===== config.mk =====
export PLATFORM = sky130hd
export DESIGN_NAME = oven_heat_controller
export DESIGN_NICKNAME = d
export VERILOG_FILES = /design/src/rtl/oven_heat_controller.sv
export SDC_FILE = /design/constraint.sdc
export NUM_CORES = 1
export LEC_CHECK = 0
export ABC_CLOCK_PERIOD_IN_PS = 9100
export CAP_MARGIN = 5
export CORE_AREA = 3 3 109 111
export CTS_BUF_LIST = sky130_fd_sc_hd__clkbuf_8
export DETAILED_ROUTE_END_ITERATION = 10
export DIE_AREA = 0 0 112 114
export PLACE_DENSITY = 0.62
export SLEW_MARGIN = 40
export SYNTH_ARGS = -nofsm -noshare
export SYNTH_HDL_FRONTEND = slang
export SYNTH_SLANG_ARGS = --single-unit

===== constraint.sdc =====
create_clock -name clk -period 9.1 [get_ports clk]
set_input_delay 1.365 -clock clk [delete_from_list [all_inputs] [get_ports clk]]
set_output_delay 1.365 -clock clk [all_outputs]
set_load 0.05 [all_outputs]

===== src/rtl/oven_heat_controller.sv =====
// Oven bake sequencer: IDLE -> PREHEAT -> timed BAKE -> DONE, with cancel and a 2-bit heat loop.
// Optional preheat timeout to FAULT is built when OVEN_PREHEAT_TIMEOUT_EN is defined.
module oven_heat_controller #(
    parameter int TICK_DIV    = 1000,
    parameter int SETTLE_CYC  = 4,
    parameter int FAST_BAND   = 20,
    parameter int TIMEOUT_CYC = 100000
) (
    input  logic        clk,
    input  logic        rst_n,
    input  logic        start,
    input  logic        cancel,
    input  logic [9:0]  targetTemp,
    input  logic [15:0] bakeTicks,
    input  logic [9:0]  currentTemp,
    output logic [1:0]  heat,
    output logic        preheated,
    output logic        busy,
    output logic        done,
    output logic        fault,
    output logic [15:0] remaining,
    output logic [2:0]  state
);
    typedef enum logic [2:0] {
        IDLE    = 3'd0,
        PREHEAT = 3'd1,
        BAKE    = 3'd2,
        DONE    = 3'd3,
        FAULT   = 3'd4
    } state_t;

    localparam int PW = $clog2(TICK_DIV) + 1;
    localparam int SW = $clog2(SETTLE_CYC) + 1;
    localparam logic [PW-1:0] PRE_LAST    = PW'(TICK_DIV - 1);
    localparam logic [SW-1:0] SETTLE_LAST = SW'(SETTLE_CYC - 1);
    localparam logic [SW-1:0] SETTLE_MAX  = SW'(SETTLE_CYC);
    localparam logic signed [10:0] FAST   = 11'(FAST_BAND);

    state_t             st_q, st_d;
    logic [9:0]         tgt_q, tgt_d;
    logic [15:0]        rem_q, rem_d;
    logic [PW-1:0]      pre_q, pre_d;
    logic [SW-1:0]      set_q, set_d;
    logic signed [10:0] err;
    logic               accept, in_band, settled, timeout;
    logic [1:0]         heat_rule;

    assign accept  = (st_q == IDLE) && start && !cancel;
    assign tgt_d   = accept ? ((targetTemp > 10'd511) ? 10'd511 : targetTemp) : tgt_q;
    // Error is taken against the target that will be held after this edge, so the
    // first PREHEAT cycle already regulates toward the newly latched target.
    assign err     = $signed({1'b0, tgt_d}) - $signed({1'b0, currentTemp});
    assign in_band = (err >= -11'sd2) && (err <= 11'sd2);
    assign settled = in_band && (set_q >= SETTLE_LAST);

    always_comb begin
        heat_rule = 2'd0;
        if (err > FAST)        heat_rule = 2'd3;
        else if (err > 11'sd2) heat_rule = 2'd2;
        else if (err >= 11'sd0) heat_rule = 2'd1;
    end

`ifdef OVEN_PREHEAT_TIMEOUT_EN
    localparam int TW = $clog2(TIMEOUT_CYC) + 1;
    localparam logic [TW-1:0] TMO_LAST = TW'(TIMEOUT_CYC - 1);
    logic [TW-1:0] tmo_q;

    always_ff @(posedge clk or negedge rst_n) begin
        if (!rst_n)                tmo_q <= '0;
        else if (st_q != PREHEAT)  tmo_q <= '0;
        else if (tmo_q != TMO_LAST) tmo_q <= tmo_q + 1'b1;
    end
    assign timeout = (st_q == PREHEAT) && (tmo_q == TMO_LAST);
`else
    assign timeout = 1'b0;
`endif

    always_comb begin
        st_d  = st_q;
        rem_d = rem_q;
        pre_d = pre_q;
        set_d = set_q;
        case (st_q)
            IDLE: if (accept) begin
                rem_d = bakeTicks;
                pre_d = '0;
                set_d = '0;
                st_d  = PREHEAT;
            end
            PREHEAT: begin
                if (!in_band)              set_d = '0;
                else if (set_q < SETTLE_MAX) set_d = set_q + 1'b1;
                // Settling wins over a coincident timeout.
                if (settled)      st_d = (rem_q == 16'd0) ? DONE : BAKE;
                else if (timeout) st_d = FAULT;
            end
            BAKE: begin
                if (pre_q >= PRE_LAST) begin
                    pre_d = '0;
                    if (rem_q != 16'd0) rem_d = rem_q - 16'd1;
                    if (rem_q <= 16'd1) st_d = DONE;
                end else begin
                    pre_d = pre_q + 1'b1;
                end
            end
            DONE:    st_d = IDLE;
            FAULT:   st_d = FAULT;
            default: st_d = IDLE;
        endcase
        if (cancel && (st_q != IDLE)) begin
            st_d  = IDLE;
            rem_d = 16'd0;
        end
    end

    always_ff @(posedge clk or negedge rst_n) begin
        if (!rst_n) begin
            st_q      <= IDLE;
            tgt_q     <= '0;
            rem_q     <= '0;
            pre_q     <= '0;
            set_q     <= '0;
            heat      <= 2'd0;
            preheated <= 1'b0;
            busy      <= 1'b0;
            done      <= 1'b0;
            fault     <= 1'b0;
        end else begin
            st_q      <= st_d;
            tgt_q     <= tgt_d;
            rem_q     <= rem_d;
            pre_q     <= pre_d;
            set_q     <= set_d;
            heat      <= ((st_d == PREHEAT) || (st_d == BAKE)) ? heat_rule : 2'd0;
            preheated <= (st_d == BAKE);
            busy      <= (st_d == PREHEAT) || (st_d == BAKE);
            done      <= (st_d == DONE);
            fault     <= (st_d == FAULT);
        end
    end

    assign remaining = rem_q;
    assign state     = st_q;
endmodule


Word level (Yosys, flattened, before mapping)
Index checks and enable logic that the tools add are counted.
- flip-flop bits (word level): 49
- input port bits: 40
- add/subtract/negate cells: 4
- magnitude comparators: 10
- equality and inequality tests: 12
- mux-type cells: 25
- reduce and logical (&&, ||, !) cells: 17
- operator list (operator ; count):
    2-to-1 mux 16 bit ; 4
    case mux 16 bit (2 select lines) ; 1
    2-to-1 mux 3 bit ; 8
    2-to-1 mux 11 bit ; 2
    case mux 11 bit (2 select lines) ; 1
    2-to-1 mux 10 bit ; 2
    less-or-equal comparator 16 x 1 -> 1 bit (second input constant) ; 1
    logical NOT 16 bit ; 1
    nonzero test 16 bit ; 1
    subtractor 16 x 1 -> 16 bit (second input constant) ; 1
    case mux 3 bit (4 select lines) ; 1
    adder 11 x 1 -> 11 bit (second input constant) ; 1
    >= comparator 11 x 1 -> 1 bit (second input constant) ; 1
    >= comparator 11 x 10 -> 1 bit (second input constant) ; 1
    >= comparator 11 x 2 -> 1 bit (second input constant) ; 1
    > comparator 11 x 3 -> 1 bit (second input constant) ; 1
    > comparator 11 x 6 -> 1 bit (second input constant) ; 1
    less-or-equal comparator 11 x 3 -> 1 bit (second input constant) ; 1
    subtractor 10 x 10 -> 11 bit ; 1
    > comparator 10 x 9 -> 1 bit (second input constant) ; 1
    == test 3 x 2 -> 1 bit (second input constant) ; 3
    inequality test 3 bit (second input constant) ; 3
    == test 3 x 1 -> 1 bit (second input constant) ; 2
    == test 3 bit (second input constant) ; 2
    17 further kinds ; 26

Longest topological paths before layout
- word-level depth: 14
- depth in mapped cells: 18
- mapped depth without buffers: 16

Worst setup path before layout
No wires, ideal clock.
- kind: input -> register
- start point: in cancel
- end point: reg heat[0]
- library setup time: 94 ps
- arrival time: 4579 ps
- required time: 9006 ps
- slack: 4427 ps
- cell stages on the path: 15
- buffers on the path: 1
- path through: nand2b_1 -> nand2b_1 -> clkbuf_1 -> o21a_1 -> ha_1 -> fa_1 -> nand2b_1 -> a21o_1 -> and4b_1 -> a211oi_2 -> or4b_4 -> nor3_2 -> o21a_1 -> o21ai_2 -> a211oi_1
- cells in the longest elaborated chain, start to end: 13
- elaborated cells between the ends (all ways): 23
- classes of those cells: add/sub (1); order compare (5); eq/ne (2); mux (9); reduce/logical (6)
- RTL lines (element ; RTL line ; text):
    from (decl) ; 12 ; input logic cancel,
    logical NOT 1 bit ; 48 ; assign accept = (st_q == IDLE) && start && !cancel;
    logical AND 1 bit ; 48 ;
    2-to-1 mux 10 bit ; 49 ; assign tgt_d = accept ? ((targetTemp > 10'd511) ? 10'd511 : targetTemp) : tgt_q;
    subtractor 10 x 10 -> 11 bit ; 52 ; assign err = $signed({1'b0, tgt_d}) - $signed({1'b0, currentTemp});
    >= comparator 11 x 2 -> 1 bit / less-or-equal comparator 11 x 3 -> 1 bit (equally long branches) ; 53 ; assign in_band = (err >= -11'sd2) && (err <= 11'sd2);
    logical AND 1 bit ; 53 ;
    logical AND 1 bit ; 54 ; assign settled = in_band && (set_q >= SETTLE_LAST);
    2-to-1 mux 3 bit ; 94 ; if (settled) st_d = (rem_q == 16'd0) ? DONE : BAKE;
    case mux 3 bit (4 select lines) ; 83 ; case (st_q)
    2-to-1 mux 3 bit ; 110 ; if (cancel && (st_q != IDLE)) begin
    == test 3 x 1 -> 1 bit / == test 3 x 2 -> 1 bit (equally long branches) ; 134 ; heat <= ((st_d == PREHEAT) || (st_d == BAKE)) ? heat_rule : 2'd0;
    logical OR 1 bit ; 134 ;
    2-to-1 mux 2 bit * ; 134 ;
    to (signal assigned) ; 134 ;
    to (decl) ; 16 ; output logic [1:0] heat,
Mark *: on every way between the ends. The rest lies on a longest branch, timed or not.
A chain may end at the register's enable or synchronous reset.

Worst setup path after layout
Same ends and word-level chain as after synthesis.

==> flow_summary.yaml <==
run_status:
  status: "finished, final reports clean"
global_routing:
  grt_max_degree: 50
  grt_pass1_wl_mm: 13.9
  overflow: 0
  grt_pass1_vias: 2928
  antenna_found_initial: 0
  track_usage_pct: 13.1
detailed_routing:
  final_antenna_net_count: 0
  drtPass1Iterations: 4
  drc: 0
  num_vias: 3087
  wire_per_inst_um: 13.8
  drt_iter0_drc: 238
  routed_via_density: 5.14
  routed_wirelength_mm: 8.32
worst_hold_path:
  hp-class: "flip-flop to flip-flop"
  min_to: "pre_q[6]$_DFFE_PN0P_"
  min_path_cells: 1
  hold_start: "pre_q[6]$_DFFE_PN0P_"
worst_setup_path:
  worstPathArrival_ns: 5.66
  cp_max_fo: 23
  worstReg2RegStart: "state[0]$_DFF_PN0_"
  rr_worst_depth: 14
  ff2ff_setup_slack_ns: 4.60
  endpoint_kind: "flip-flop"
  crit_required_ns: 9.30
  startpoint_type: "input port"
  crit_type: "input port to flip-flop"
  r2r_end: "heat[0]$_DFF_PN0_"
logic_synthesis:
  ys_seq_area_share_pct: 37.3
  ys.warnings.count: 0
  synth_fp_nets: 464
  ys_types: 57
  syn_area_per_cell_um2: 8.06
  synth_seq_cells: 49
  syn_inst: 408
  synth_area_um2: 3290
  async_flop_share_pct: 100
  synth_edf_count: 0
  yosys_most_used_dff: "dfrtp_1"
placed_design:
  place_inst: 593
  hpwl_mm: 6.26
  routabilityCongestion: 0.882
  io_buffers: 64
power_and_ir_drop:
  p_switching_mw: 0.582
  seq_power_share_pct: 29.2
  max-vdd-ir-drop_v: 0.000152
  switching_share_pct: 49.3
  share_comb_of_total_power_pct: 60.4
  p_total_mw: 1.18
  p_clk_share_pct: 10.4
  p_int_mw: 0.598
  p_leak_nw: 1.77
  power_density_nw_per_um2: 287
clocking:
  root_buffer: "clkbuf_8"
  cts_tree: "done"
  cts.path.max_buffers: 2
  clk_transition_reported_paths_ns: 0.08
  cts_max_level: 2
  cts.sinks: 49
  holdBufCountCts: 0
  cts_resized: 0
  postCtsSetupRepairBufs: 0
  numCtsBuffers: 5
  clk_latency_ns: 0.30
sta:
  clock_skew_ns: 0.0126
  fin_crit_sh_pct: 60.0
  slew_viol_final: 0
  max_freq_mhz: 183
  worst_pin_slew_ns: 0.785
  hold_viol: 0
  setup_viol: 0
  relSlewSlack_pct: 47.5
  fin_setup_tns_ns: 0
  rsz0062_at_grt: "false"
  fin_crit_ns: 5.46
floorplan:
  die_w_um: 112
  die_h_um: 114
  die_area_um2: 12800
  ios: 65
  start_util_pct: 30.2
  rows: 38
  core_area_um2: 10900
cells_and_area:
  antenna_cells: 0
  nFillCells: 1136
  final_cell_count_no_fill: 601
  final_nets: 516
  drive_above_1_share_pct: 4.56
  postLayoutCoreUtil_pct: 37.7
  syn2layout_area_growth_pct: 24.9
run:
  drv_cap: 0
-- cells in the final DEF, fill, tap and decap left out, drive strengths merged, types with 5 or more instances in the layout --
| cell type | n |
|---|---|
| a211oi | 9 |
| a21oi | 22 |
| and2 | 7 |
| and3 | 11 |
| clkbuf | 5 |
| clkdlybuf4s50 | 63 |
| dfrtp | 49 |
| ha | 15 |
| inv | 20 |
| nand2 | 30 |
| nand2b | 13 |
| nand3 | 7 |
| nor2 | 60 |
| nor3 | 11 |
| nor4 | 7 |
| o21ai | 64 |
| o31ai | 6 |
| or2 | 5 |
| or3 | 7 |
-- worst max-delay path, stage by stage --
cell and delay, ns:
clkdlybuf4s50_1 0.60, nand2b_1 0.17, nand2b_1 0.55, nand2_1 0.11, o21a_1 0.14, ha_1 0.24, fa_1 0.40, nand2b_1 0.18
a21o_1 0.21, and4b_1 0.21, a211oi_2 0.16, or4b_4 0.50, nor3_2 0.25, o21a_1 0.25, o21ai_2 0.10, a211oi_1 0.23
-- cell usage after synthesis, drive strengths merged, types with 6 or more instances --
cell	number	share of area (%)
o21ai	64	9.9
nor2	60	6.8
dfrtp	49	37
nand2	30	3.4
a21oi	22	3.3
inv	18	2.1
ha	15	5.7
clkbuf	14	1.6
nand2b	13	2.5
and3	11	2.1
nor3	11	1.8
a211oi	9	2.4
and2	7	1.3
nand3	7	1.1
nor4	7	1.3
or3	7	1.5
buf	6	0.95
o31ai	6	1.4
-- per-layer routing --
metal | routed length, µm | share of wire [%] | track usage, % | vias to the layer above
met5 | 0 | 0 | 0 | -
li1 | - | - | - | 1572
met2 | 3880 | 47 | 21.5 | 97
met1 | 3830 | 46 | 17.9 | 1411
met4 | 72 | 0.87 | 2.88 | 0
met3 | 535 | 6.4 | 3.02 | 7
-- logic make-up after synthesis --
logic type,share of synthesized area [%]
and+or+nand+nor,27.1
AOI/OAI and AO/OA,23.3
DFF,37.3
buffers and inverters,4.60
adders and majority gates,6.62
xor gates and xnor gates,0.799
muxes,0.304
-- per-stage QoR --
step           area [µm²]  hold WS (ns)  setup WS, ns
2_1_floorplan        3290         0.438          4.43
3_3_place_gp         4020         0.459          3.47
3_5_place_dp         4020         0.462          3.28
4_1_cts              4110         0.479          3.61
5_1_grt              4110         0.502          3.31
6_report             4110         0.477          3.64
-- flip-flops by register name (all words and copies together) (netlist names) --
name       cells
done           1
preheated      1
state          3
fault          1
heat           2
busy           1
tgt_q         10
pre_q         11
remaining     16
set_q          3
-- cell type report --
type	count	area [µm²]	area share, %
inverter	18	67.6	1.64
clock inverter	3	15.0	0.366
multi-input combinational	321	1910	46.5
timing repair buffer	65	643	15.7
clock buffer	5	68.8	1.68
tap	140	175	4.26
sequential	49	1230	29.9
-- worst max-delay path by stage --
stage | from | endpoint | slack (ns)
after global placement | cancel | heat[0]$_DFF_PN0_ | 3.47
after detailed placement | cancel | heat[1]$_DFF_PN0_ | 3.28
after floorplan | cancel | heat[0]$_DFF_PN0_ | 4.43
after CTS | cancel | heat[0]$_DFF_PN0_ | 3.61
final | cancel | heat[0]$_DFF_PN0_ | 3.64
after global routing | cancel | heat[1]$_DFF_PN0_ | 3.31
-- power by group through the flow --
| stage | logic [mW] | registers (mW) | clock network, mW |
|---|---|---|---|
| 2_1_floorplan | 0.375 | 0.481 | 0 |
| 3_3_place_gp | 0.703 | 0.347 | 0 |
| 3_5_place_dp | 0.713 | 0.348 | 0 |
| 4_1_cts | 0.715 | 0.344 | 0.130 |
| 5_1_grt | 0.779 | 0.357 | 0.138 |
| 6_report | 0.712 | 0.345 | 0.123 |
Power figures use the tool's default switching activity.
